**src/rtl/act_seq_pkg.sv**
```systemverilog
// Shared types and defaults for the activation-unit instruction sequencer.
package act_seq_pkg;
  localparam int NUM_INST_DEF = 16;
  localparam int NUM_REG_DEF  = 4;
  localparam int VEC_W_DEF    = 8;
  localparam int REG_W        = $clog2(NUM_REG_DEF);

  typedef enum logic [3:0] {
    OP_NOP   = 4'd0,
    OP_LOAD  = 4'd1,
    OP_STORE = 4'd2,
    OP_ONEX  = 4'd3,
    OP_TANH  = 4'd4,
    OP_EMUL  = 4'd5,
    OP_COPY  = 4'd6
  } op_e;

  typedef struct packed {
    logic [3:0]       op;
    logic [REG_W-1:0] dst;
    logic [REG_W-1:0] src;
  } inst_t;

  typedef enum logic [1:0] {S_IDLE, S_FETCH, S_ISSUE, S_DONE} state_e;

  function automatic logic is_rsvd(input logic [3:0] op);
    return op > OP_COPY;
  endfunction
endpackage

```
**src/rtl/act_inst_mem.sv**
```systemverilog
// Instruction list: flop array, one write port, registered read that
// substitutes NOP for reserved opcodes and flags them.
module act_inst_mem
  import act_seq_pkg::*;
#(
  parameter int DEPTH = NUM_INST_DEF,
  parameter int AW    = $clog2(DEPTH)
) (
  input  logic          clk,
  input  logic          rst,
  input  logic          wr_en_i,
  input  logic [AW-1:0] wr_addr_i,
  input  inst_t         wr_data_i,
  input  logic          rd_en_i,
  input  logic [AW-1:0] rd_addr_i,
  output inst_t         rd_data_o,
  output logic          rd_ill_o
);
  inst_t mem_q [DEPTH];
  inst_t rd_q;
  logic  ill_q;

  always_ff @(posedge clk or negedge rst) begin
    if (!rst) begin
      for (int i = 0; i < DEPTH; i++) mem_q[i] <= '0;
    end else if (wr_en_i) begin
      mem_q[wr_addr_i] <= wr_data_i;
    end
  end

  always_ff @(posedge clk or negedge rst) begin
    if (!rst) begin
      rd_q  <= '0;
      ill_q <= 1'b0;
    end else if (rd_en_i) begin
      rd_q  <= is_rsvd(mem_q[rd_addr_i].op) ? '0 : mem_q[rd_addr_i];
      ill_q <= is_rsvd(mem_q[rd_addr_i].op);
    end
  end

  assign rd_data_o = rd_q;
  assign rd_ill_o  = ill_q;
endmodule

```
**src/rtl/act_inst_sequencer.sv**
```systemverilog
// Replays the programmed instruction list once per vector, one op per
// val/rdy handshake, then signals done.
module act_inst_sequencer
  import act_seq_pkg::*;
#(
  parameter int NUM_INST = NUM_INST_DEF,
  parameter int NUM_REG  = NUM_REG_DEF,
  parameter int VEC_W    = VEC_W_DEF,
  localparam int PC_W    = $clog2(NUM_INST),
  localparam int RW      = $clog2(NUM_REG),
  localparam int NI_W    = PC_W + 1
) (
  input  logic             clk,
  input  logic             rst,
  input  logic             cfg_wr_val,
  output logic             cfg_wr_rdy,
  input  logic [PC_W-1:0]  cfg_wr_addr,
  input  logic [7:0]       cfg_wr_data,
  input  logic [NI_W-1:0]  cfg_num_inst,
  input  logic [VEC_W-1:0] cfg_num_vec,
  input  logic             start_val,
  output logic             start_rdy,
  output logic             op_val,
  input  logic             op_rdy,
  output logic [3:0]       op_code,
  output logic [RW-1:0]    op_dst,
  output logic [RW-1:0]    op_src,
  output logic             op_last,
  output logic             done_val,
  input  logic             done_rdy,
  output logic             busy,
  output logic             err_illegal
);
  state_e           state_q, state_d;
  logic [PC_W-1:0]  pc_q, pc_d;
  logic [VEC_W-1:0] vec_q, vec_d;
  logic [NI_W-1:0]  ni_q, ni_d, ni_sat;
  logic [VEC_W-1:0] nv_q, nv_d;
  logic             err_q, err_d;
  logic             rd_en, rd_ill, last_inst, last_vec, idle;
  inst_t            rd_inst;

  assign idle   = (state_q == S_IDLE);
  assign ni_sat = (cfg_num_inst > NI_W'(NUM_INST)) ? NI_W'(NUM_INST) : cfg_num_inst;

  act_inst_mem #(.DEPTH(NUM_INST)) u_mem (
    .clk       (clk),
    .rst       (rst),
    .wr_en_i   (cfg_wr_val & idle),
    .wr_addr_i (cfg_wr_addr),
    .wr_data_i (inst_t'(cfg_wr_data)),
    .rd_en_i   (rd_en),
    .rd_addr_i (pc_q),
    .rd_data_o (rd_inst),
    .rd_ill_o  (rd_ill)
  );

  // Counts are compared against latched copies so mid-run config edits are inert.
  assign last_inst = ({1'b0, pc_q} == ni_q - NI_W'(1));
  assign last_vec  = (vec_q == nv_q - VEC_W'(1));

  always_comb begin
    state_d = state_q;
    pc_d    = pc_q;
    vec_d   = vec_q;
    ni_d    = ni_q;
    nv_d    = nv_q;
    err_d   = err_q;
    rd_en   = 1'b0;
    case (state_q)
      S_IDLE: if (start_val) begin
        ni_d    = ni_sat;
        nv_d    = cfg_num_vec;
        err_d   = 1'b0;
        pc_d    = '0;
        vec_d   = '0;
        state_d = (ni_sat == '0 || cfg_num_vec == '0) ? S_DONE : S_FETCH;
      end
      S_FETCH: begin
        rd_en   = 1'b1;
        state_d = S_ISSUE;
      end
      S_ISSUE: begin
        if (rd_ill) err_d = 1'b1;
        if (op_rdy) begin
          if (last_inst && last_vec) begin
            state_d = S_DONE;
          end else if (last_inst) begin
            pc_d    = '0;
            vec_d   = vec_q + VEC_W'(1);
            state_d = S_FETCH;
          end else begin
            pc_d    = pc_q + PC_W'(1);
            state_d = S_FETCH;
          end
        end
      end
      S_DONE: if (done_rdy) state_d = S_IDLE;
      default: state_d = S_IDLE;
    endcase
  end

  always_ff @(posedge clk or negedge rst) begin
    if (!rst) begin
      state_q <= S_IDLE;
      pc_q    <= '0;
      vec_q   <= '0;
      ni_q    <= '0;
      nv_q    <= '0;
      err_q   <= 1'b0;
    end else begin
      state_q <= state_d;
      pc_q    <= pc_d;
      vec_q   <= vec_d;
      ni_q    <= ni_d;
      nv_q    <= nv_d;
      err_q   <= err_d;
    end
  end

  assign cfg_wr_rdy  = idle;
  assign start_rdy   = idle;
  assign busy        = !idle;
  assign op_val      = (state_q == S_ISSUE);
  assign op_code     = rd_inst.op;
  assign op_dst      = rd_inst.dst;
  assign op_src      = rd_inst.src;
  assign op_last     = op_val && last_inst && last_vec;
  assign done_val    = (state_q == S_DONE);
  assign err_illegal = err_q;
endmodule

```
**config.mk**
```make
export PLATFORM = sky130hd
export DESIGN_NAME = act_inst_sequencer
export DESIGN_NICKNAME = d
export VERILOG_FILES = /design/src/rtl/act_seq_pkg.sv /design/src/rtl/act_inst_mem.sv /design/src/rtl/act_inst_sequencer.sv
export SDC_FILE = /design/constraint.sdc
export NUM_CORES = 1
export LEC_CHECK = 0
export BUFFER_PORTS_ARGS = -buffer_cell sky130_fd_sc_hd__buf_2
export CAP_MARGIN = 20
export CORE_AREA = 2 2 129 131
export CTS_CLUSTER_SIZE = 28
export DETAILED_ROUTE_END_ITERATION = 10
export DIE_AREA = 0 0 131 133
export GPL_TIMING_DRIVEN = 0
export PLACE_DENSITY = 0.75
export RECOVER_POWER = 100
export SETUP_SLACK_MARGIN = 0.3
export SKIP_LAST_GASP = 1
export SYNTH_ARGS = -nofsm -noshare
export SYNTH_HDL_FRONTEND = slang
export SYNTH_HIERARCHICAL = 1
export SYNTH_SLANG_ARGS = --single-unit
```
**constraint.sdc**
```tcl
create_clock -name clk -period 7.3 [get_ports clk]
set_clock_uncertainty 0.15 [all_clocks]
set_input_delay 1.825 -clock clk [delete_from_list [all_inputs] [get_ports clk]]
set_output_delay 1.825 -clock clk [all_outputs]
set_load 0.01 [all_outputs]
```
# Yosys cells after proc, flatten, opt, wreduce, memory -nomap -nowiden
# Cells that the tools add are included.
# word_totals
regBits	165
in_bits	31
output_inout_bits	15
elab_cells	124
# op_classes
n_addsub	4
order_cmp	5
eq_ne	11
mux	28
bitwise_logic	3
reduce_logical	15
# ops
cell	n
$bwmux 128	1
$mux 8	8
$bmux 8 s4	1
$demux 8 s4	1
$mux 4	4
$pmux 8 s2	1
$ge 5x5->1 const B	2
$mux 2	5
$not 4->5	2
$add 8x1->8 const B	1
$eq 8x8->1	1
$logic_not 8->1	1
$ne 2x1->1 const B	4
$pmux 2 s4	1
$pmux 4 s2	1
$sub 8x1->8 const B	1
$reduce_and 3->1	2
$eq 4x5->1	1
$gt 5x5->1 const B	1
$logic_not 5->1	1
$lt 5x1->1 const B	1
$mux 5	1
$reduce_and 5->1	1
$sub 5x1->5 const B	1
15 further kinds	22

# Depth between registers and ports, before layout
# Gate-level depths: netlist (run 1).
# logic_depth
ltp_word	7
ltp_mapped	10
ltp_nobuf	9

# By module
# Netlist (run 1), hierarchy kept.
# by_module_without_submodules
mod	n_inst	cells_each	area_each_um2	seq_area_each_um2
act_inst_mem	1	404	6214.7	3428.3
act_inst_sequencer	1	212	1789.2	700.7

# Worst setup path before layout (run 1)
# OpenSTA, ideal clock, no wires.
# synth_path
path_kind	register -> output
from	reg ni_q[0]
to	out op_last
arrival_time_ps	1868
t_required_ps	5325
path_slack_ps	3457
stages_incl_launch_ff	9
n_path_buf	1
cell_sequence	dfrtp_1 > inv_1 > ha_1 > nand2b_1 > or4b_2 > o31ai_1 > and3_1 > and2_4 > buf_6
# synth_via
elab_chain_cells	4
# synth_lines
item	line	source
from (decl)	act_inst_sequencer.sv:37	logic [NI_W-1:0] ni_q, ni_d, ni_sat;
from (signal assigned)	act_inst_sequencer.sv:115	ni_q <= ni_d;
$sub 5x1->5	act_inst_sequencer.sv:59	assign last_inst = ({1'b0, pc_q} == ni_q - NI_W'(1));
$eq 4x5->1	act_inst_sequencer.sv:59	
$logic_and 1x1->1 (2 in a row)	act_inst_sequencer.sv:128	assign op_last = op_val && last_inst && last_vec;
to (decl)	act_inst_sequencer.sv:28	output logic op_last,
# Every way passes these cells.

# Worst setup path in the final report (run 1)
# Same ends and word-level chain as after synthesis.

==> results of run 1 <==
[layer usage]
metal  routed length (um)  part of all wire  global-route usage  vias to the layer above
met5                    0                 0                   0                        -
met4                  489             0.026              0.1022                        0
met3                 1075             0.056             0.06187                       46
met2                 9486              0.50              0.3725                      197
met1                 8097              0.42              0.2948                     2831
li1                     -                 -                   -                     2393
[worst max-delay path: cells and delay by family (launching register included)]
| kind | cells | cell delay, ns |
|---|---|---|
| AND/OR/NAND/NOR | 4 | 1.11 |
| flip-flops | 1 | 0.41 |
| buffers and inverters | 3 | 0.35 |
| adder cells (fa/ha/maj) | 1 | 0.17 |
| AO/OA/AOI/OAI | 1 | 0.17 |
[logic make-up after synthesis]
logic type	after synthesis	share of synthesized area
AO/OA/AOI/OAI	60	0.05362
adder cells (fa/ha/maj)	4	0.006253
XOR/XNOR	10	0.01094
flip-flops	165	0.5159
multiplexers	165	0.2779
AND/OR/NAND/NOR	164	0.1068
buffers and inverters	48	0.02861
[layout make-up]
type	count	area [um^2]
fill	1268	7049
sequential	165	4129
multi-input combinational	403	3641
clock buffer	17	425.4
tap	220	275.3
timing repair buffer	48	240.2
clock inverter	15	185.2
buffer	36	181.4
inverter	12	45.04
[power by group]
part	internal [mW]	switching (mW)	leakage, nW	total, mW
clock	0.492	0.415	0.296	0.907
combinational	0.714	0.667	1.64	1.38
sequential	1.30	0.241	2.15	1.55
total	2.51	1.32	4.09	3.83
[worst min-delay path by stage]
stage / from / end / slack, ns / cells past startpoint
6_report: u_mem/rd_ill_o / u_mem/rd_ill_o / 0.33 / 1
5_1_grt: u_mem/mem_q[102] / u_mem/mem_q[102] / 0.37 / 1
4_1_cts: u_mem/rd_ill_o / u_mem/rd_ill_o / 0.34 / 1
3_5_place_dp: u_mem/rd_ill_o / u_mem/rd_ill_o / 0.32 / 1
3_3_place_gp: u_mem/rd_ill_o / u_mem/rd_ill_o / 0.32 / 1
2_1_floorplan: u_mem/rd_ill_o / u_mem/rd_ill_o / 0.30 / 1
[through the flow]
| step | setup slack (ns) | instances |
|---|---|---|
| 6_report | 2.686 | 916 |
| 5_1_grt | 2.303 | 916 |
| 4_1_cts | 2.711 | 916 |
| 3_5_place_dp | 3.176 | 884 |
| 3_3_place_gp | 2.022 | 881 |
| 2_1_floorplan | 3.457 | 616 |
[placed cells by master (no fill, tap or decap), types with 4 or more instances in the layout]
cell / instances
nand3_1: 17
clkinv_8: 4
clkbuf_1: 46
nand4_1: 4
o21ai_0: 19
inv_1: 12
a22oi_1: 6
nand3b_1: 8
and3_1: 10
nor3_1: 8
dfrtp_1: 165
nor2_1: 22
ha_1: 4
mux2_2: 129
buf_2: 32
a21oi_1: 6
xnor2_1: 6
xor2_1: 4
nand2_1: 49
o2bb2ai_1: 4
or3_1: 5
clkbuf_16: 17
mux2i_1: 4
nand2b_1: 11
mux4_2: 29
nor2b_1: 13
inv_6: 4
[registers in the layout, summed over array words and instances (netlist names)]
register	flops
u_mem/rd_ill_o	1
u_mem/mem_q	128
nv_q	8
state_q	2
pc_q	4
vec_q	8
u_mem/rd_data_o	8
err_illegal	1
ni_q	5
==> impl_metrics.py, run 1 <==
metrics = {
    "status": {
        "run_status": "finished with violations",
        "violations": "max-capacitance violations, max-slew violations",
    },
    "final_layout": {
        "num_antenna_cells": 0,
        "syn2layout_area_growth_pct": 13.98,
        "drive_gt1_frac": 0.3434,
        "final_util": 0.5641,
        "stdcell_area_um2": 9123,
        "nets": 718,
    },
    "logic_synthesis": {
        "synth_edf_count": 0,
        "synth_top_area_frac": 0.5159,
        "post-synth-top-count-cell": "dfrtp_1",
        "syn-num-nets": 651,
        "synthTopCellsByArea": "dfrtp_1 (52%), mux2_2 (18%), mux4_2 (8.2%)",
        "avgSynthCellArea_um2": 12.99,
        "synth_seq_cells": 165,
        "synth_cells": 616,
        "postSynth.asyncResetShare": 1.000,
        "synth_top_area_cell": "dfrtp_1",
        "ys_warn_count": 6,
        "ys_types": 56,
        "seq_area_frac_synth": 0.5159,
        "synthTopCellsByCount": "dfrtp_1 (165), mux2_2 (129), nand2_1 (49)",
        "synth_ff_type": "dfrtp_1",
        "syn_area_um2": 8004,
    },
    "clocking": {
        "ctsHoldBuffers": 0,
        "cts_buffers": 17,
        "cts_root_buffer": "clkbuf_16",
        "cts_resized": 0,
        "cts_setup_buffers": 0,
        "htree_num_levels": 4,
        "cts.sinks": 165,
        "ctsLongestPathBuffers": 2,
        "clock_latency_ns": 0.43,
        "path_clk_slew_ns": 0.07,
        "tritoncts": "built",
    },
    "timing": {
        "tightest_slew_ns": 3.194,
        "period_minus_slack_ns": 4.614,
        "fmax_mhz": 216.7,
        "drv_slew": 56,
        "rsz0062_at_grt": "no",
        "tns_ns": 0,
        "finalSetupViolations": 0,
        "period_share": 0.6321,
        "slew_headroom": -1.129,
        "hold_viol": 0,
        "fin_hold_ws_ns": 0.3319,
    },
    "power": {
        "irDropWorstVdd_uv": 208.8,
        "power_density_nw_per_um2": 420.2,
        "power.total_mw": 3.834,
        "leakage_nw": 4.090,
    },
    "worst_setup_path": {
        "endpoint": "op_last",
        "rrSetupSlack_ns": 4.04,
        "path_cells": "inv_1 > ha_1 > nand2b_1 > or4b_2 > o31ai_1 > and3_1 > and2_4 > buf_6 > clkbuf_1",
        "crit_fanout": 7,
        "crit_path_max_incr_delay_ns": 0.64,
        "cp.required_ns": 5.33,
        "cp.arrival_ns": 2.64,
        "end_kind": "output pin",
        "cp-startpoint": "ni_q[0]",
        "reg2reg_to": "u_mem/rd_data_o[0]",
        "worst-r2r-cell-count": 7,
        "path_class": "flip-flop to output pin",
        "critPathSlowestCell": "or4b_2",
        "start_kind": "flip-flop",
        "r2r-start": "pc_q[1]",
    },
    "job": {
        "maxCapViolCount": 1,
    },
    "routing": {
        "drt_iter0_markers": 313,
        "drt_pass1_iterations": 5,
        "drc_errors": 0,
        "wl_per_cell_um": 20.91,
        "antenna_left": 0,
        "vias_per_cell": 5.968,
        "finalWirelength_um": 19150,
        "via_count": 5467,
    },
    "floorplan": {
        "initial_core_util": 0.4949,
        "coreArea_um2": 16170,
        "row_count": 47,
        "top_level_ports": 46,
        "die_area_um2": 17420,
        "fp.dieW_um": 131,
        "die_h_um": 133,
    },
    "grt": {
        "grt.total_usage": 0.2320,
        "grt_pass1_wl_um": 30530,
        "grt_pass1_vias": 5812,
        "grt_max_degree": 111,
        "antenna_found_initial": 0,
        "grt-ovfl-total": 0,
    },
    "hold_path": {
        "hold_path.class": "flip-flop to flip-flop",
    },
    "placed_design": {
        "gp_congestion": 0.8458,
        "dp_hpwl_um": 12860,
        "placed_area_um2": 8561,
        "io_buffers": 45,
    },
}
Note: power is estimated with default switching activity, not from simulation.
==> run 2, diff against run 1 <==
- ABC_AREA: not set -> 1
- CORE_AREA: 2 2 129 131 -> 2 2 131 133
- DIE_AREA: 0 0 131 133 -> 0 0 133 135
- PLACE_DENSITY: 0.75 -> 0.78
- clock period: 7.3 -> 3.9 ns (I/O delays scaled with it)
==> impl_metrics.py, run 2 <==
metrics = {
    "logic_synthesis": {
        "synth_ff_type": "dfrtp_1",
        "synth_top_area_frac": 0.5011,
        "avgSynthCellArea_um2": 7.722,
        "synth_edf_count": 0,
        "syn-num-nets": 1102,
        "postSynth.asyncResetShare": 1.000,
        "seq_area_frac_synth": 0.5011,
        "synthTopCellsByArea": "dfrtp_1 (50%), nand2_1 (16%), o21ai_0 (8.7%)",
        "post-synth-top-count-cell": "nand2_1",
        "syn_area_um2": 8239,
        "synth_top_area_cell": "dfrtp_1",
        "synthTopCellsByCount": "nand2_1 (346), dfrtp_1 (165), o21ai_0 (144)",
        "synth_cells": 1067,
        "ys_warn_count": 6,
        "synth_seq_cells": 165,
        "ys_types": 34,
    },
    "status": {
        "run_status": "finished with violations",
        "violations": "max-capacitance violations, max-slew violations",
    },
    "floorplan": {
        "row_count": 47,
        "initial_core_util": 0.5022,
        "die_area_um2": 17960,
        "coreArea_um2": 16410,
        "die_h_um": 135,
        "fp.dieW_um": 133,
        "top_level_ports": 46,
    },
    "worst_setup_path": {
        "crit_path_max_incr_delay_ns": 0.39,
        "critPathSlowestCell": "dfrtp_1",
        "cp.arrival_ns": 2.42,
        "start_kind": "flip-flop",
        "cp.depth": 13,
        "end_kind": "output pin",
        "path_cells": "inv_2 > ha_1 > nand2_1 > inv_1 > nor2_1 > nand3_1 > nor2_2 > nand2_1 > nor2_2 > nand3_2 > buf_6 > inv_1 > buf_2",
        "path_class": "flip-flop to output pin",
        "path_delay_family": "simple AND/OR/NAND/NOR gates",
        "cp.required_ns": 2.77,
        "critPathBufInv": 5,
        "worst-r2r-cell-count": 8,
        "crit_fanout": 10,
    },
    "timing": {
        "fmax_mhz": 282.3,
        "rsz0062_at_grt": "no",
        "setup_ws_ns": 0.3579,
        "tightest_slew_ns": 2.540,
        "tns_ns": 0,
        "period_minus_slack_ns": 3.542,
        "drv_slew": 53,
        "hold_viol": 0,
        "period_share": 0.9082,
        "finalSetupViolations": 0,
        "slew_headroom": -0.6933,
    },
    "clocking": {
        "cts_buffers": 17,
        "htree_num_levels": 4,
        "cts.sinks": 165,
        "path_clk_slew_ns": 0.06,
        "cts_root_buffer": "clkbuf_16",
        "ctsLongestPathBuffers": 2,
        "tritoncts": "built",
        "clock_latency_ns": 0.43,
        "ctsHoldBuffers": 0,
    },
    "routing": {
        "wl_per_cell_um": 16.69,
        "drt_pass1_iterations": 6,
        "finalWirelength_um": 22830,
        "drt_iter0_markers": 927,
        "via_count": 7643,
        "vias_per_cell": 5.587,
        "drc_errors": 0,
        "antenna_left": 0,
    },
    "final_layout": {
        "largest_register_ffs": 128,
        "syn2layout_area_growth_pct": 12.68,
        "top_register": "u_mem/mem_q",
        "drive_gt1_frac": 0.08711,
        "final_common_cell": "nand2_1",
        "most-common-layout-cells": "nand2_1 (348), dfrtp_1 (165), o21ai_0 (147)",
        "num_antenna_cells": 0,
        "final_cell_count_no_fill": 1368,
        "nets": 1171,
        "fillers": 1473,
    },
    "power": {
        "irDropWorstVdd_uv": 395.9,
        "leakage_nw": 4.519,
        "power.total_mw": 7.054,
        "power_density_nw_per_um2": 759.8,
    },
    "grt": {
        "grt_pass1_wl_um": 36320,
        "grt_pass1_vias": 7195,
        "antenna_found_initial": 0,
        "grt_max_degree": 114,
        "grt.total_usage": 0.2577,
        "grt-ovfl-total": 0,
    },
    "placed_design": {
        "dp.cells": 1333,
        "gp_congestion": 0.9169,
        "dp_hpwl_um": 15350,
        "io_buffers": 45,
        "dp_slack_ns": 0.8285,
    },
    "hold_path": {
        "hold_path.class": "flip-flop to flip-flop",
        "hold_depth": 2,
    },
    "job": {
        "maxCapViolCount": 1,
    },
}
run 2: changes by cell type after synthesis, moves of 8 or more:
cell      change
a21oi_1      +20
nand2b_1     -11
nor2b_1      -13
inv_1        +78
nand3_1      +94
mux2_2      -129
mux4_2       -29
and3_1       -10
o21ai_0     +127
nor2_1       +40
buf_4         +8
nand2_1     +297
run 2: cell families after synthesis:
group / synth area share
adders and majority gates: 0.006075
AOI/OAI and AO/OA: 0.1181
buffers and inverters: 0.08246
DFF: 0.5011
and+or+nand+nor: 0.2805
xor gates and xnor gates: 0.01169
run 2: final timing paths:
path,startpoint,endpoint,slack [ns]
min in group asynchronous,rst,u_mem/mem_q[24],1.38
worst max register to register,state_q[0],u_mem/mem_q[86],0.71
worst min-delay path,u_mem/rd_data_o[0],u_mem/rd_data_o[0],0.33
max in group asynchronous,rst,nv_q[3],0.77
worst max-delay path,ni_q[0],op_last,0.36
worst min register to register,u_mem/rd_data_o[0],u_mem/rd_data_o[0],0.33
run 2: where the power goes:
group | internal (mW) | total, mW | switching (mW) | leakage, nW
logic | 0.926 | 2.58 | 1.65 | 2.12
registers | 2.44 | 2.87 | 0.426 | 2.13
clock network | 0.939 | 1.61 | 0.668 | 0.267
total | 4.31 | 7.05 | 2.74 | 4.52
run 2: area by class of cell:
| class | count | area [um^2] | area share |
|---|---|---|---|
| Clock buffer | 23 | 488.0 | 0.05256 |
| Timing Repair Buffer | 50 | 270.3 | 0.02911 |
| Inverter | 95 | 360.3 | 0.03881 |
| Clock inverter | 8 | 75.07 | 0.008086 |
| Buffer | 54 | 294.0 | 0.03167 |
| Multi-Input combinational cell | 753 | 3392 | 0.3654 |
| Tap cell | 220 | 275.3 | 0.02965 |
| Sequential cell | 165 | 4129 | 0.4447 |
run 2: metal layers:
layer / up-vias / track usage / part of all wire
met5: - / 0 / 0
met4: 0 / 0.1123 / 0.034
met3: 61 / 0.05293 / 0.083
met2: 361 / 0.4136 / 0.47
met1: 3638 / 0.3413 / 0.42
li1: 3583 / - / -
run 2: worst register-to-register path, stage by stage (launching register included):
cell      delay [ns]
dfrtp_1         0.47
nor2_1          0.24
inv_1           0.12
nor2_1          0.27
clkbuf_1        0.34
nand3_1         0.19
nor3_1          0.77
clkbuf_1        0.39
o21ai_0         0.14
run 2: repair_timing:
action / CTS / global route
endpoints found under the hold margin: 0 / 0
setup endpoints to repair: 0 / 1
gates resized for setup: 0 / 4
setup buffers: 0 / 4
run 2: stage by stage:
step / instance area (um^2) / utilization / hold WS [ns]
global placement: 8740 / 0.5327 / 0.3108
finish: 9284 / 0.5659 / 0.3281
floorplan: 8239 / - / 0.2951
global route: 9284 / 0.5659 / 0.3472
CTS: 9340 / 0.5693 / 0.3158
detailed placement: 8777 / 0.5350 / 0.3116
